File: src/rtl/nor_1.sv
// rtl/nor_1.sv - one-bit gate-level NOR slice
module nor_1 (
   output wire out,
   input  wire x,
   input  wire y
);

   wire or_xy;

   or  u_or  (or_xy, x, y);
   not u_not (out, or_xy);

endmodule

File: src/rtl/nor_32.sv
// rtl/nor_32.sv - 32-bit bitwise NOR built from gate slices, one output register stage
module nor_32 #(
   parameter int WIDTH = 32
) (
   input  logic             clk,
   input  logic             rst,
   input  logic [WIDTH-1:0] a,
   input  logic [WIDTH-1:0] b,
   output logic [WIDTH-1:0] res
);

   wire [WIDTH-1:0] nor_comb;

   // Lanes are fully independent, so an unknown operand bit only taints its own result bit.
   for (genvar i = 0; i < WIDTH; i++) begin : g_lane
      nor_1 u_nor (
         .out (nor_comb[i]),
         .x   (a[i]),
         .y   (b[i])
      );
   end

   // Reset clears to zero rather than NOR(0,0) so a fresh unit reads as idle.
   always_ff @(posedge clk) begin
      if (rst) begin
         res <= '0;
      end else begin
         res <= nor_comb;
      end
   end

endmodule

File: config.mk
export PLATFORM = sky130hd
export DESIGN_NAME = nor_32
export DESIGN_NICKNAME = d
export VERILOG_FILES = /design/src/rtl/nor_1.sv /design/src/rtl/nor_32.sv
export SDC_FILE = /design/constraint.sdc
export NUM_CORES = 1
export LEC_CHECK = 0
export ABC_AREA = 1
export CAP_MARGIN = 30
export CELL_PAD_IN_SITES_DETAIL_PLACEMENT = 0
export CELL_PAD_IN_SITES_GLOBAL_PLACEMENT = 1
export CORE_UTILIZATION = 20
export CTS_CLUSTER_SIZE = 40
export DETAILED_ROUTE_END_ITERATION = 12
export PLACE_DENSITY_LB_ADDON = 0.2
export SLEW_MARGIN = 20
export SYNTH_ARGS = -nofsm -noshare
export SYNTH_HDL_FRONTEND = slang
export SYNTH_HIERARCHICAL = 1
export SYNTH_SLANG_ARGS = --single-unit
File: constraint.sdc
create_clock -name clk -period 0.8 [get_ports clk]
set_clock_uncertainty 0.05 [all_clocks]
set_input_delay 0.16 -clock clk [delete_from_list [all_inputs] [get_ports clk]]
set_output_delay 0.16 -clock clk [all_outputs]
set_load 0.05 [all_outputs]
==> results of run 1 <==
## through the flow
stage                     TNS [ns]  setup WS (ns)  utilization, %  std cells  instance area (sq um)
after detailed placement     -9.69         -0.309            49.4        293                   2400
after CTS                    -5.41         -0.177            52.7        302                   2560
final                        -4.87         -0.157            52.7        302                   2560
after global placement       -9.61         -0.302            49.4        293                   2400
after global routing         -5.79         -0.193            52.7        302                   2560
after floorplan                  0        0.00267               -        131                   1030
## worst min-delay path by stage
| stage | end | cells past startpoint | slack [ns] | from |
|---|---|---|---|---|
| floorplan | res[29] | 1 | 0.18 | rst |
| global placement | res[15] | 1 | 0.56 | res[15] |
| detailed placement | res[11] | 1 | 0.56 | res[11] |
| CTS | res[27] | 3 | 0.36 | rst |
| global route | res[10] | 3 | 0.38 | rst |
| finish | res[10] | 3 | 0.36 | rst |
## power groups by stage
stage / Combinational, mW / Sequential [mW] / Clock (mW)
floorplan: 0.114 / 1.94 / 0
global placement: 0.936 / 1.74 / 0
detailed placement: 0.939 / 1.75 / 0
CTS: 0.966 / 1.72 / 1.31
global route: 1.01 / 1.73 / 1.36
finish: 0.953 / 1.72 / 1.24
## cell families after synthesis
kind of cell / after synthesis / synth area share, %
simple gates: 64 / 23.2
buf+inv: 35 / 14.9
flops: 32 / 61.9
## routing by layer
layer,up-vias,GRT usage [%]
met2,58,17.8
met4,0,4.49
met3,4,5.96
met1,443,10.5
li1,564,-
met5,-,0
## area by class of cell
cell class	count	area, sq um
well taps	67	83.8
flip-flops and latches	32	681
inverters	32	120
clock buffers	8	90.1
repair buffers	99	1340
multi-input cells	64	240
fillers	457	2290
## layout by cell type (no fill, tap or decap)
| master | n |
|---|---|
| nor2_1 | 64 |
| clkdlybuf4s50_1 | 64 |
| buf_12 | 33 |
| inv_1 | 32 |
| dfxtp_2 | 32 |
| clkbuf_8 | 6 |
| clkbuf_1 | 2 |
| bufbuf_16 | 1 |
| dlygate4sd2_1 | 1 |
## what timing repair did
| action | 4_1_cts | 5_1_grt |
|---|---|---|
| pin swaps | 0 | 0 |
| resized for setup | 33 | 0 |
| hold buffers | 0 | 0 |
| endpoints found under the setup margin | 64 | 32 |
| cloned | 1 | 0 |
==> metrics.txt, run 1 <==
outcome complete, but fails checks; failing checks setup timing; Met3 Wirelength 371 microns; nature of the critical path startpoint flop; row count 25; area delta synth->final 147%; critical path data required time 0.59 ns; netlist area before placement 1030 sq um; Psw 0.960 mW; clock-pin slew on the worst setup and hold paths 0.06 ns; synthesized area per cell 7.90 sq um; M1 WL 1040 microns; sequential-to-total area share from yosys stat 61.9%; crit path max-delay cell type dfxtp_2; I/O Pins 98; Cell Pwr Density 1530 nW/um^2; Die Span Y 73.9 microns; Critical Path Stages 1; Port-buffer cells 97; crit path capture type output pin; DR WL/cell 9.16 microns; Yosys reg bits 32; critical path type flop to output pin; RSZ-0062 raised after global routing true; Top reg by flops res; Pre-Repair DR Iteration Count 3; total CTS buffers 5; Remaining Overflow, GRT 0; largest stage delay on the critical path 0.34 ns; Synth area leaders dfxtp_1 62%, nor2_1 23%, inv_1 12%, buf_6 3.3%; hold crit path type input port to flop; WP data arrival 0.75 ns; core footprint 4850 sq um; share of post-route cells with drive strength above 1 30.6%; final worst slack -0.157 ns; CTS tree built; Max Cap Viol 0; sw frac 24.5%; # DRC 0; final worst-path cycle share 120%; htree depth 2; max FFs per register 32; worst-path maximum fanout 1; initial antenna violation count 0; CP Launch Point res[0]; largest net degree at the start of global routing 17; Placer Congestion 0.627; post-CTS setup buffer count 0; Vias 1069; CTS root buf clkbuf_8; top-count cell post-synth nor2_1; fmax 1.04 GHz; ys async rst share 0%; final setup violation count 32; Clock Power Share 31.6%; Tot Pwr 3.91 mW; Synth Flop Type dfxtp_1; Final nets 300; GR Util All Layers 10.5%; Yosys cell types 4; worst hold margin 0.356 ns; top sig layer met4; max-slew violations 0; Post-Synthesis Cells 131; Regs by FF count res: 32 flops; Final Critical Period 0.957 ns; Pint 2.95 mW; DR iter-0 viols 24; CP bufs+invs 1; final wirelength 2770 microns; number of antenna diodes 0; Bufs on Longest Clock Path 2; vias in the first global route 1012; EDFF count, synth 0; Worst-Margin Slew 0.150 ns; Slew headroom 90.0%; power share of the sequential group 44.0%; first-pass GRT wire length 4160 microns; Die X 73.9 microns; top post-synthesis cells by count 64 x nor2_1, 32 x dfxtp_1, 32 x inv_1, 3 x buf_6; clock sinks 32; VDD IR-drop max 798 uV; Gate power share 24.4%; DP Wirelength 2110 microns; YS warnings 6; Final Hold Viols 0; post-synth top area share 61.9%; DR WL met2 1320 microns; die area 5470 sq um; crit path to res[0]; Initial Util 21.3%; vias per cell 3.54; CP top delay family flip-flops; Static Leak 1.09 nW; syn nets 197; Synth area leader dfxtp_1; CP cell instances buf_12; post-route ant nets 0
Power figures use the tool's default switching activity.
==> inputs of run 2 (changes only) <==
--- a/config.mk
+++ b/config.mk
@@ -12,7 +12,9 @@
 export CORE_UTILIZATION = 20
 export CTS_CLUSTER_SIZE = 40
 export DETAILED_ROUTE_END_ITERATION = 12
+export HOLD_SLACK_MARGIN = 0.03
 export PLACE_DENSITY_LB_ADDON = 0.2
+export SKIP_LAST_GASP = 1
 export SLEW_MARGIN = 20
 export SYNTH_ARGS = -nofsm -noshare
 export SYNTH_HDL_FRONTEND = slang
==> results of run 2 <==
The final DEF is identical to that of run 1; final timing and power are the same.
==> inputs of run 3 (changes only) <==
--- a/config.mk
+++ b/config.mk
@@ -12,6 +12,7 @@
 export CORE_UTILIZATION = 20
 export CTS_CLUSTER_SIZE = 40
 export DETAILED_ROUTE_END_ITERATION = 12
+export GPL_TIMING_DRIVEN = 0
 export HOLD_SLACK_MARGIN = 0.03
 export PLACE_DENSITY_LB_ADDON = 0.2
 export SKIP_LAST_GASP = 1
==> metrics.txt, run 3 (synthesis gave the netlist of run 1 again) <==
max-slew violations 0; Final nets 301; final worst-path cycle share 120%; vias in the first global route 958; share of post-route cells with drive strength above 1 30.9%; CP bufs+invs 1; setup TNS -4.94 ns; Pre-Repair DR Iteration Count 2; nature of the critical path startpoint flop; die area 5470 sq um; number of antenna diodes 0; fmax 1.04 GHz; # DRC 0; post-CTS setup buffer count 0; Final Critical Period 0.961 ns; Final Hold Viols 0; worst hold start rst; outcome complete, but fails checks; VDD IR-drop max 854 uV; Die X 73.9 microns; Worst-Margin Slew 0.216 ns; htree depth 2; Max Cap Viol 0; pre-CTS setup slack -0.506 ns; max FFs per register 32; CTS root buf clkbuf_8; GR Util All Layers 10.3%; worst hold margin 0.254 ns; clock-pin slew on the worst setup and hold paths 0.06 ns; post-route ant nets 0; most frequent cells in the layout 64 x nor2_1, 64 x clkdlybuf4s50_1, 32 x inv_1, 32 x dfxtp_2, 31 x buf_8; I/O Pins 98; Regs by FF count res: 32 flops; Die Span Y 73.9 microns; CP Launch Point res[15]; Initial Util 21.3%; CTS tree built; Remaining Overflow, GRT 0; crit path max-delay cell type dfxtp_2; WP data arrival 0.75 ns; initial antenna violation count 0; failing checks setup timing; Filler cells 476; core footprint 4850 sq um; crit path capture type output pin; CP top delay family flip-flops; Hold Buf Count CTS 0; first-pass GRT wire length 4030 microns; Slew headroom 85.6%; Static Leak 1.04 nW; Cell Pwr Density 1610 nW/um^2; Register Area 681 sq um; worst-path maximum fanout 1; total CTS buffers 5; final setup violation count 32; Port-buffer cells 97; critical path type flop to output pin; clock sinks 32; RSZ-0062 raised after global routing true; Bufs on Longest Clock Path 2; DR iter-0 viols 26; critical path data required time 0.59 ns; multi-input logic area 240 sq um; Placer Congestion 0.642; largest net degree at the start of global routing 11; final worst slack -0.161 ns; Top reg by flops res; CP cell instances buf_8; DP Wirelength 2090 microns; Tot Pwr 3.81 mW; hold crit path type input port to flop; design area 2370 sq um; largest stage delay on the critical path 0.33 ns; DR WL/cell 8.95 microns; vias per cell 3.53; row count 25; area delta synth->final 130%; Vias 1071; final wirelength 2710 microns; dpl cell area 2090 sq um
[run 3: changes by cell type in the layout (fill, tap and decap cells not counted)]
cell	previous run	this run
buf_12	33	0
buf_6	0	4
buf_8	0	31
bufbuf_16	1	0
[run 3: where the power goes]
group	internal (mW)	switching (mW)
sequential	1.67	0.0390
clock	0.700	0.538
combinational	0.495	0.369
total	2.87	0.945
[run 3: cell type report]
| type | count | area share [%] |
|---|---|---|
| buffer | 3 | 1.42 |
| clock buffer | 8 | 3.79 |
| inverter | 32 | 5.06 |
| multi-input combinational | 64 | 10.1 |
| sequential | 32 | 28.7 |
| tap | 67 | 3.53 |
| timing repair buffer | 97 | 47.4 |
[run 3: path summary, 6_finish.rpt]
check | depth (start not counted) | slack (ns) | endpoint
max | 1 | -0.16 | res[15]
min | 2 | 0.25 | res[31]
[run 3: layer usage]
layer	part of all wire, %	GRT usage, %	up-vias
li1	-	-	565
met1	35	9.33	438
met2	50	17.9	60
met3	12	5.28	8
met4	2.5	7.05	0
met5	0	0	-
[run 3: timing repair]
item	CTS	global route
endpoints found under the hold margin	0	0
resized for setup	283	5
endpoints found under the setup margin	62	32
[run 3: through the flow]
| stage | utilization, % | instances |
|---|---|---|
| finish | 49.0 | 303 |
| global route | 49.0 | 303 |
| CTS | 48.6 | 303 |
| detailed placement | 43.1 | 295 |
| global placement | 43.1 | 295 |
| floorplan | - | 131 |
